File: src/rtl/trap_pkg.sv
// trap_pkg: shared types and default sizes for the trap EPC stack
package trap_pkg;
    localparam int XLEN_DEF  = 32;
    localparam int DEPTH_DEF = 4;
    typedef enum logic [1:0] {IDLE, NESTED, FULL} trap_state_e;
    typedef enum logic {CAUSE_IRQ, CAUSE_EXCEP} trap_cause_e;
endpackage

File: src/rtl/trap_epc_stack_if.sv
// trap_epc_stack_if: trap request/return bus between the core and the EPC stack
// master drives trap sources, flushes and stage PCs; slave returns EPC, depth and status flags
interface trap_epc_stack_if
    import trap_pkg::*;
#(
    parameter int XLEN  = XLEN_DEF,
    parameter int DEPTH = DEPTH_DEF
) ();
    logic                       i_irq;
    logic                       i_irq_en;
    logic                       i_excep;
    logic                       i_mret;
    logic                       i_flush_id;
    logic                       i_flush_ex;
    logic [XLEN-1:0]            i_pc_if;
    logic [XLEN-1:0]            i_pc_id;
    logic [XLEN-1:0]            i_pc_ex;
    logic [XLEN-1:0]            o_epc;
    logic                       o_trap_take;
    logic                       o_cause_excep;
    logic [$clog2(DEPTH+1)-1:0] o_depth;
    logic                       o_overflow;
    logic                       o_underflow;
    modport master (
        output i_irq, i_irq_en, i_excep, i_mret, i_flush_id, i_flush_ex, i_pc_if, i_pc_id, i_pc_ex,
        input  o_epc, o_trap_take, o_cause_excep, o_depth, o_overflow, o_underflow
    );
    modport slave (
        input  i_irq, i_irq_en, i_excep, i_mret, i_flush_id, i_flush_ex, i_pc_if, i_pc_id, i_pc_ex,
        output o_epc, o_trap_take, o_cause_excep, o_depth, o_overflow, o_underflow
    );
endinterface

File: src/rtl/trap_epc_lifo.sv
// trap_epc_lifo: saved-PC LIFO with push, pop and replace-top
// ports: i_clk, i_rst_n (async active-low), i_push/i_pop/i_replace (mutually exclusive),
//        i_data (value to write), o_top (top entry or 0 when empty), o_count (valid entries)
module trap_epc_lifo #(
    parameter int XLEN  = 32,
    parameter int DEPTH = 4,
    localparam int CW   = $clog2(DEPTH+1),
    localparam int AW   = $clog2(DEPTH)
) (
    input  logic            i_clk,
    input  logic            i_rst_n,
    input  logic            i_push,
    input  logic            i_pop,
    input  logic            i_replace,
    input  logic [XLEN-1:0] i_data,
    output logic [XLEN-1:0] o_top,
    output logic [CW-1:0]   o_count
);
    logic [XLEN-1:0] mem_q [DEPTH];
    logic [CW-1:0]   cnt_q, cnt_d;
    logic [AW-1:0]   top_idx, wr_idx;
    always_comb begin
        top_idx = AW'(cnt_q - 1'b1);
        wr_idx  = i_push ? AW'(cnt_q) : top_idx;
        cnt_d   = i_push ? cnt_q + 1'b1 : i_pop ? cnt_q - 1'b1 : cnt_q;
        o_top   = (cnt_q == '0) ? '0 : mem_q[top_idx];
        o_count = cnt_q;
    end
    always_ff @(posedge i_clk or negedge i_rst_n) begin
        if (!i_rst_n) begin
            cnt_q <= '0;
            for (int i = 0; i < DEPTH; i++) mem_q[i] <= '0;
        end else begin
            cnt_q <= cnt_d;
            if (i_push || i_replace) mem_q[wr_idx] <= i_data;
        end
    end
endmodule

File: src/rtl/trap_epc_stack.sv
// trap_epc_stack: nested trap return-PC stack with capture-PC selection and occupancy FSM
// ports: i_clk, i_rst_n (async active-low), bus (slave side of trap_epc_stack_if)
module trap_epc_stack
    import trap_pkg::*;
#(
    parameter int XLEN  = XLEN_DEF,
    parameter int DEPTH = DEPTH_DEF
) (
    input logic             i_clk,
    input logic             i_rst_n,
    trap_epc_stack_if.slave bus
);
    localparam int CW = $clog2(DEPTH+1);
    trap_state_e     state_q, state_d;
    trap_cause_e     cause_q, cause_d;
    logic            flush_id_q, flush_id_qq, flush_ex_q;
    logic            trap_take_q, overflow_q, overflow_d, underflow_q;
    logic            irq_take, take, chain, push, pop, replace;
    logic [XLEN-1:0] cap_pc, top;
    logic [CW-1:0]   count;
    always_comb begin
        irq_take   = bus.i_irq && bus.i_irq_en && !bus.i_excep && state_q != FULL;
        take       = bus.i_excep || irq_take;
        // trap arriving with a return: reuse the slot being returned from
        chain      = take && bus.i_mret && state_q != IDLE;
        push       = take && !chain && state_q != FULL;
        // only an exception can reach here while full; it overwrites the top
        replace    = take && (chain || state_q == FULL);
        pop        = bus.i_mret && !take && state_q != IDLE;
        cap_pc     = (bus.i_excep || (!flush_id_q && !flush_ex_q)) ? bus.i_pc_if :
                     (!flush_ex_q || (!flush_id_qq && bus.i_irq)) ? bus.i_pc_id : bus.i_pc_ex;
        cause_d    = take ? (bus.i_excep ? CAUSE_EXCEP : CAUSE_IRQ) : cause_q;
        overflow_d = overflow_q || (bus.i_excep && state_q == FULL && !bus.i_mret);
        state_d    = state_q;
        case (state_q)
            IDLE:    state_d = push ? NESTED : IDLE;
            NESTED:  state_d = (push && count == CW'(DEPTH-1)) ? FULL :
                               (pop && count == CW'(1)) ? IDLE : NESTED;
            FULL:    state_d = pop ? NESTED : FULL;
            default: state_d = IDLE;
        endcase
    end
    always_ff @(posedge i_clk or negedge i_rst_n) begin
        if (!i_rst_n) begin
            state_q     <= IDLE;
            cause_q     <= CAUSE_IRQ;
            flush_id_q  <= 1'b0;
            flush_id_qq <= 1'b0;
            flush_ex_q  <= 1'b0;
            trap_take_q <= 1'b0;
            overflow_q  <= 1'b0;
            underflow_q <= 1'b0;
        end else begin
            state_q     <= state_d;
            cause_q     <= cause_d;
            flush_id_q  <= bus.i_flush_id;
            flush_id_qq <= flush_id_q;
            flush_ex_q  <= bus.i_flush_ex;
            trap_take_q <= take;
            overflow_q  <= overflow_d;
            underflow_q <= bus.i_mret && !take && state_q == IDLE;
        end
    end
    trap_epc_lifo #(.XLEN(XLEN), .DEPTH(DEPTH)) u_lifo (
        .i_clk     (i_clk),
        .i_rst_n   (i_rst_n),
        .i_push    (push),
        .i_pop     (pop),
        .i_replace (replace),
        .i_data    (cap_pc),
        .o_top     (top),
        .o_count   (count)
    );
    assign bus.o_epc         = top;
    assign bus.o_depth       = count;
    assign bus.o_trap_take   = trap_take_q;
    assign bus.o_cause_excep = cause_q == CAUSE_EXCEP;
    assign bus.o_overflow    = overflow_q;
    assign bus.o_underflow   = underflow_q;
endmodule

File: src/flat_wrapper.sv
// flat-port wrapper written by rule: the top's interface ports become plain ports
module trap_epc_stack_flat import trap_pkg::*;
#(
    parameter int XLEN  = XLEN_DEF,
    parameter int DEPTH = DEPTH_DEF
)
  (i_clk, i_rst_n, bus_i_irq, bus_i_irq_en, bus_i_excep, bus_i_mret, bus_i_flush_id, bus_i_flush_ex, bus_i_pc_if, bus_i_pc_id, bus_i_pc_ex, bus_o_epc, bus_o_trap_take, bus_o_cause_excep, bus_o_depth, bus_o_overflow, bus_o_underflow);
  trap_epc_stack_if #(.XLEN(XLEN), .DEPTH(DEPTH)) bus_i ();
  input logic i_clk;
  input logic i_rst_n;
  input wire logic [$bits(bus_i.i_irq)-1:0] bus_i_irq;
  input wire logic [$bits(bus_i.i_irq_en)-1:0] bus_i_irq_en;
  input wire logic [$bits(bus_i.i_excep)-1:0] bus_i_excep;
  input wire logic [$bits(bus_i.i_mret)-1:0] bus_i_mret;
  input wire logic [$bits(bus_i.i_flush_id)-1:0] bus_i_flush_id;
  input wire logic [$bits(bus_i.i_flush_ex)-1:0] bus_i_flush_ex;
  input wire logic [$bits(bus_i.i_pc_if)-1:0] bus_i_pc_if;
  input wire logic [$bits(bus_i.i_pc_id)-1:0] bus_i_pc_id;
  input wire logic [$bits(bus_i.i_pc_ex)-1:0] bus_i_pc_ex;
  output wire logic [$bits(bus_i.o_epc)-1:0] bus_o_epc;
  output wire logic [$bits(bus_i.o_trap_take)-1:0] bus_o_trap_take;
  output wire logic [$bits(bus_i.o_cause_excep)-1:0] bus_o_cause_excep;
  output wire logic [$bits(bus_i.o_depth)-1:0] bus_o_depth;
  output wire logic [$bits(bus_i.o_overflow)-1:0] bus_o_overflow;
  output wire logic [$bits(bus_i.o_underflow)-1:0] bus_o_underflow;
  assign bus_i.i_irq = bus_i_irq;
  assign bus_i.i_irq_en = bus_i_irq_en;
  assign bus_i.i_excep = bus_i_excep;
  assign bus_i.i_mret = bus_i_mret;
  assign bus_i.i_flush_id = bus_i_flush_id;
  assign bus_i.i_flush_ex = bus_i_flush_ex;
  assign bus_i.i_pc_if = bus_i_pc_if;
  assign bus_i.i_pc_id = bus_i_pc_id;
  assign bus_i.i_pc_ex = bus_i_pc_ex;
  assign bus_o_epc = bus_i.o_epc;
  assign bus_o_trap_take = bus_i.o_trap_take;
  assign bus_o_cause_excep = bus_i.o_cause_excep;
  assign bus_o_depth = bus_i.o_depth;
  assign bus_o_overflow = bus_i.o_overflow;
  assign bus_o_underflow = bus_i.o_underflow;
  trap_epc_stack #(.XLEN(XLEN), .DEPTH(DEPTH)) u_core (.i_clk(i_clk), .i_rst_n(i_rst_n), .bus(bus_i));
endmodule
File: config.mk
export PLATFORM = sky130hd
export DESIGN_NAME = trap_epc_stack_flat
export DESIGN_NICKNAME = d
export VERILOG_FILES = /design/src/rtl/trap_pkg.sv /design/src/rtl/trap_epc_stack_if.sv /design/src/rtl/trap_epc_lifo.sv /design/src/rtl/trap_epc_stack.sv /design/src/flat_wrapper.sv
export SDC_FILE = /design/constraint.sdc
export NUM_CORES = 1
export LEC_CHECK = 0
export CAP_MARGIN = 10
export CORE_UTILIZATION = 56
export CTS_CLUSTER_SIZE = 20
export DETAILED_ROUTE_END_ITERATION = 10
export PLACE_DENSITY = 0.85
export SLEW_MARGIN = 20
export SYNTH_ARGS = -nofsm -noshare
export SYNTH_HDL_FRONTEND = slang
export SYNTH_HIERARCHICAL = 1
export SYNTH_SLANG_ARGS = --single-unit
File: constraint.sdc
create_clock -name i_clk -period 4.5 [get_ports i_clk]
set_input_delay 0.9 -clock i_clk [delete_from_list [all_inputs] [get_ports i_clk]]
set_output_delay 0.9 -clock i_clk [all_outputs]
set_load 0.005 [all_outputs]
After elaboration in Yosys (flattened, before gate mapping)

Index checks and enable logic that the tools add are counted.

Input bits: 104
Flip-flop bits (word level): 140
Word-level logic and storage cells: 78
Output and inout bits: 39

Muxes and demuxes: 18
Magnitude comparators: 3
Equal/unequal tests: 5
Add/sub/neg operators: 2
Reduce and logical (&&, ||, !) cells: 35
Bitwise gates (word level): 2

Operators by type and width:

| operator            | number |
|---|---|
| $mux 32             | 6 |
| $bwmux 128          | 1 |
| $bmux 32 s2         | 1 |
| $demux 32 s2        | 1 |
| $logic_and 1x1->1   | 18 |
| $logic_not 1->1     | 7 |
| $ge 3x3->1 const B  | 2 |
| $logic_or 1x1->1    | 6 |
| $mux 2              | 3 |
| $mux 3              | 2 |
| $not 2->3           | 2 |
| $pmux 2 s3          | 1 |
| $reduce_bool 2->1   | 2 |
| $add 3x1->3 const B | 1 |
| $eq 3x1->1 const B  | 1 |
| $eq 3x2->1 const B  | 1 |
| $logic_not 3->1     | 1 |
| $lt 3x1->1 const B  | 1 |
| $mux 1              | 3 |
| $sub 3x1->3 const B | 1 |
| $eq 2x1->1 const B  | 1 |
| $eq 2x2->1 const B  | 1 |
| $logic_not 2->1     | 1 |
| $ne 2x2->1 const B  | 1 |

Logic depth before layout (Yosys ltp)

Word-level depth: 16
Gate-level depth with buffers: 7
Depth with buffers taken out: 6

By module

Netlist, hierarchy kept.

Modules (own cells, without submodules):

| module         | times used | area an instance (um^2) | cells an instance | sequential area each (um^2) |
|---|---|---|---|---|
| trap_epc_lifo  | 1          | 6080.8                  | 367               | 3278.1 |
| trap_epc_stack | 1          | 1251.2                  | 192               | 225.2 |

Least setup slack after synthesis

OpenSTA, ideal clock, no wires.

Path type: flip-flop to output port
Start: register u_core.u_lifo.cnt_q[1], in the netlist u_core/u_lifo/o_count[1]
End: output bus_o_epc[10]
Arrival: 1.988 ns
Slack: 1.612 ns
Stages on the path, launching flop included: 7
Path buffers: 2
Required time: 3.600 ns
Cells stage by stage: dfrtp_1 > inv_1 > ha_1 > buf_4 > buf_1 > mux4_2 > nor2b_1

Word-level cells in the longest chain between the ends: 6
Elaborated cells on any way between the ends: 7
Those cells by class: add/sub (1); mux (4); bitwise (1); reduce/logical (1)

Ends and longest elaborated chain:

| item                                        | line                | text |
|---|---|---|
| start: declaration                          | trap_epc_lifo.sv:20 | `logic [CW-1:0] cnt_q, cnt_d;` |
| start signal: assignment                    | trap_epc_lifo.sv:34 | `cnt_q <= cnt_d;` |
| $sub 3x1->3                                 | trap_epc_lifo.sv:23 | `top_idx = AW'(cnt_q - 1'b1);` |
| $not 2->3 (implied by the code)             | trap_epc_lifo.sv:26 | `o_top = (cnt_q == '0) ? '0 : mem_q[top_idx];` |
| $bmux 32 s2                                 | trap_epc_lifo.sv:26 |  |
| $mux 32 (implied by the code) (2 in series) | trap_epc_lifo.sv:26 |  |
| $mux 32 *                                   | trap_epc_lifo.sv:26 |  |
| end: declaration                            | flat_wrapper.sv:20  | `output wire logic [$bits(bus_i.o_epc)-1:0] bus_o_epc;` |

Every way passes the cells marked *; elsewhere a longest branch is shown, timed or not. The select of a mux whose other input is x is not followed.

Worst setup path after layout

Start: register u_core.u_lifo.cnt_q[1], in the netlist u_core/u_lifo/o_count[1]
End: output bus_o_epc[11]

The elaborated chain is that of the path after synthesis.

==> impl_metrics.py <==
metrics = {
    "status": {
        "outcome": "completed",
    },
    "placed_design": {
        "gp_congestion": 0.8056,
        "place_area_mm2": 0.008823,
        "post-dp-hpwl_um": 11640,
        "dp.cells": 841,
        "io_buffer_count": 142,
    },
    "timing": {
        "period_needed_ns": 3.644,
        "fin_crit_sh": 0.8098,
        "finalSetupViolCount": 0,
        "whs_ns": 0.3552,
        "finalSetupTns_ns": 0,
        "rsz0062_at_grt": "no",
        "finalClockSkew_ns": 0.006254,
        "slew_violations": 0,
        "fmax_ghz": 0.2744,
        "worstMarginPinSlew_ns": 0.8958,
        "hold_viol": 0,
        "slew_headroom": 0.4028,
    },
    "logic_synthesis": {
        "netlist_area_mm2": 0.007332,
        "synth_cells": 559,
        "yosysTopAreaCell": "dfrtp_1",
        "synth_edf_count": 0,
        "ys.warnings.count": 6,
        "yosysTopAreaCellShare": 0.4778,
        "synth-seq-cells": 140,
        "synth_ff_type": "dfrtp_1",
        "synthesis.nets": 666,
        "synth_seq_area_share": 0.4778,
        "synth-async-reset-ratio": 1.000,
        "yosys-top-cells-area": "dfrtp_1 (48%), mux2_2 (18%), mux4_2 (9.8%)",
        "syn_area_per_cell_um2": 13.12,
        "yosysUniqueCellTypes": 44,
    },
    "layout": {
        "num-nets-final": 797,
        "area_growth_pct": 28.52,
        "final_core_util": 0.7437,
        "fin_cells": 875,
        "largest_reg_flops": 128,
        "final.fill_count": 826,
        "antennaDiodeCount": 0,
        "largest_register": "u_core/u_lifo/mem_q",
        "multi_input_area_mm2": 0.003523,
        "drive_gt1_frac": 0.2987,
        "ff_latch_area_mm2": 0.003505,
        "final_area_mm2": 0.009423,
    },
    "detailed_routing": {
        "ant_nets": 0,
        "drtIter0Drc": 253,
        "dr.pass1.iters": 4,
        "detail_route.wl_per_cell_um": 20.21,
        "drc_errors": 0,
        "num_vias": 5159,
        "postRouteWirelength_um": 17680,
        "vias_per_cell": 5.896,
    },
    "clocking": {
        "numCtsBuffers": 17,
        "cts_tree": "done",
        "cts_sinks": 140,
        "cts_max_level": 4,
        "path_clk_slew_ns": 0.05,
        "clockBufferDepth": 2,
        "cts_setup_buffers": 0,
        "post_cts_resized": 0,
        "hold_buffers": 0,
        "clk_latency_ns": 0.42,
        "cts_root_buf": "clkbuf_16",
    },
    "setup_path": {
        "rrSetupSlack_ns": 1.65,
        "slowest_stage": "clkdlybuf4s50_1",
        "crit_fanout": 20,
        "worstSetupStartpointType": "flip-flop",
        "end_kind": "output port",
        "cp.required_ns": 3.60,
        "crit_top_cell": "buf_4",
        "path_class": "reg -> out",
        "slowest_delay_ns": 0.54,
        "reg2reg_to": "u_core/u_lifo/mem_q[70]$_DFFE_PN0P_",
        "cp.arrival_ns": 2.74,
        "reg2regPathDepth": 5,
        "cp_cell_sequence": "buf_4 -> inv_1 -> ha_2 -> buf_4 -> mux4_2 -> nor2b_1 -> clkdlybuf4s50_1",
        "r2r-start": "u_core/flush_ex_q$_DFF_PN0_",
    },
    "global_routing": {
        "grt-ovfl-total": 0,
        "grt_pass1_vias": 5528,
        "grt_max_degree": 112,
        "grt_pass1_wl_um": 27830,
        "grt_util_all_layers": 0.2800,
        "antenna_found_initial": 0,
    },
    "die": {
        "core-area_mm2": 0.01267,
        "boundaryPins": 143,
        "die_w_um": 116.4,
        "die_y_um": 116.4,
        "fp.dieArea_mm2": 0.01355,
        "rows": 41,
        "initial_utilization": 0.5787,
    },
    "power_and_ir_drop": {
        "power.share.sequential": 0.312,
        "vdd_drop_max_uv": 430.1,
        "power.density_mw_per_mm2": 757.2,
        "p_sw_mw": 2.210,
        "power_frac_clock": 0.177,
        "swShare": 0.3097,
        "cellLeakagePower_nw": 3.651,
        "power.internal_mw": 4.925,
        "p_comb_frac": 0.511,
    },
    "min_path": {
        "hp-class": "in -> async",
    },
    "run": {
        "drv_cap": 0,
    },
}
[cell usage in the layout (no fill, tap or decap), drive strengths merged, types with 2 or more instances in the layout]
cell	count
clkbuf	26
nand2	4
clkinv	4
clkdlybuf4s50	141
a211oi	2
nand2b	4
inv	6
buf	16
dfrtp	140
o32ai	2
nand3b	34
a21oi	2
ha	3
nor3b	2
nor2	36
o22ai	2
a31oi	32
o21ai	34
clkinvlp	2
mux2	129
mux4	32
nor2b	35
[layer usage]
metal,up-vias,track usage,share of wire
met1,2664,0.3369,0.40
met4,0,0.09231,0.012
met3,21,0.06020,0.055
met2,154,0.5002,0.53
met5,-,0,0
li1,2320,-,-
[final cells by class]
class / count / area share
Clock buffer: 26 / 0.05404
Clock inverter: 6 / 0.003718
Inverter: 6 / 0.002390
Multi-Input combinational cell: 368 / 0.3739
Sequential cell: 140 / 0.3719
Tap cell: 172 / 0.02284
Timing Repair Buffer: 157 / 0.1712
[power groups by stage]
stage | registers, mW | clock network (mW) | logic (mW)
after floorplan | 2.12 | 0 | 2.32
after detailed placement | 2.24 | 0 | 3.63
after CTS | 2.22 | 1.28 | 3.67
after global routing | 2.30 | 1.34 | 3.89
after global placement | 2.17 | 0 | 3.53
final | 2.22 | 1.26 | 3.65
[worst max-delay path by stage]
stage	start	endpoint	slack, ns
floorplan	u_core/u_lifo/o_count[1]$_DFFE_PN0P_	bus_o_epc[10]	1.61
global placement	bus_i_excep	u_core/u_lifo/mem_q[124]$_DFFE_PN0P_	1.03
detailed placement	bus_i_excep	u_core/u_lifo/mem_q[102]$_DFFE_PN0P_	0.90
CTS	u_core/u_lifo/o_count[1]$_DFFE_PN0P_	bus_o_epc[21]	0.83
global route	u_core/u_lifo/o_count[1]$_DFFE_PN0P_	bus_o_epc[21]	0.70
finish	u_core/u_lifo/o_count[1]$_DFFE_PN0P_	bus_o_epc[11]	0.86
[critical path, delay by kind of cell, from the launching register on]
| family | cells | cell delay (ns) |
|---|---|---|
| muxes | 1 | 0.27 |
| adders and majority gates | 1 | 0.36 |
| buffers and inverters | 4 | 1.17 |
| and+or+nand+nor | 1 | 0.20 |
| DFF | 1 | 0.32 |
[cell families (layout without fill, tap and decap cells)]
kind of cell / Yosys count / count (layout) / synth area share
flip-flops: 140 / 140 / 0.4778
AND/OR/NAND/NOR: 119 / 119 / 0.09710
buffers and inverters: 51 / 195 / 0.04300
multiplexers: 162 / 162 / 0.2978
XOR/XNOR: 2 / 2 / 0.002390
AO/OA/AOI/OAI: 82 / 82 / 0.07679
adder cells (fa/ha/maj): 3 / 3 / 0.005120
[synthesized netlist by cell type (all sizes together) (3+ instances only)]
| cell | number |
|---|---|
| nand3b | 34 |
| inv | 6 |
| a31oi | 32 |
| nor2 | 36 |
| nor2b | 35 |
| nand2b | 4 |
| nand2 | 4 |
| clkbuf | 15 |
| ha | 3 |
| dfrtp | 140 |
| mux4 | 32 |
| mux2 | 129 |
| buf | 30 |
| o21ai | 34 |
[per-stage QoR]
step	power, mW	setup slack (ns)
floorplan	4.439	1.612
global placement	5.701	1.032
detailed placement	5.866	0.9015
CTS	7.170	0.8257
global route	7.530	0.7012
finish	7.135	0.8557
Note: power is estimated with default switching activity, not from simulation.
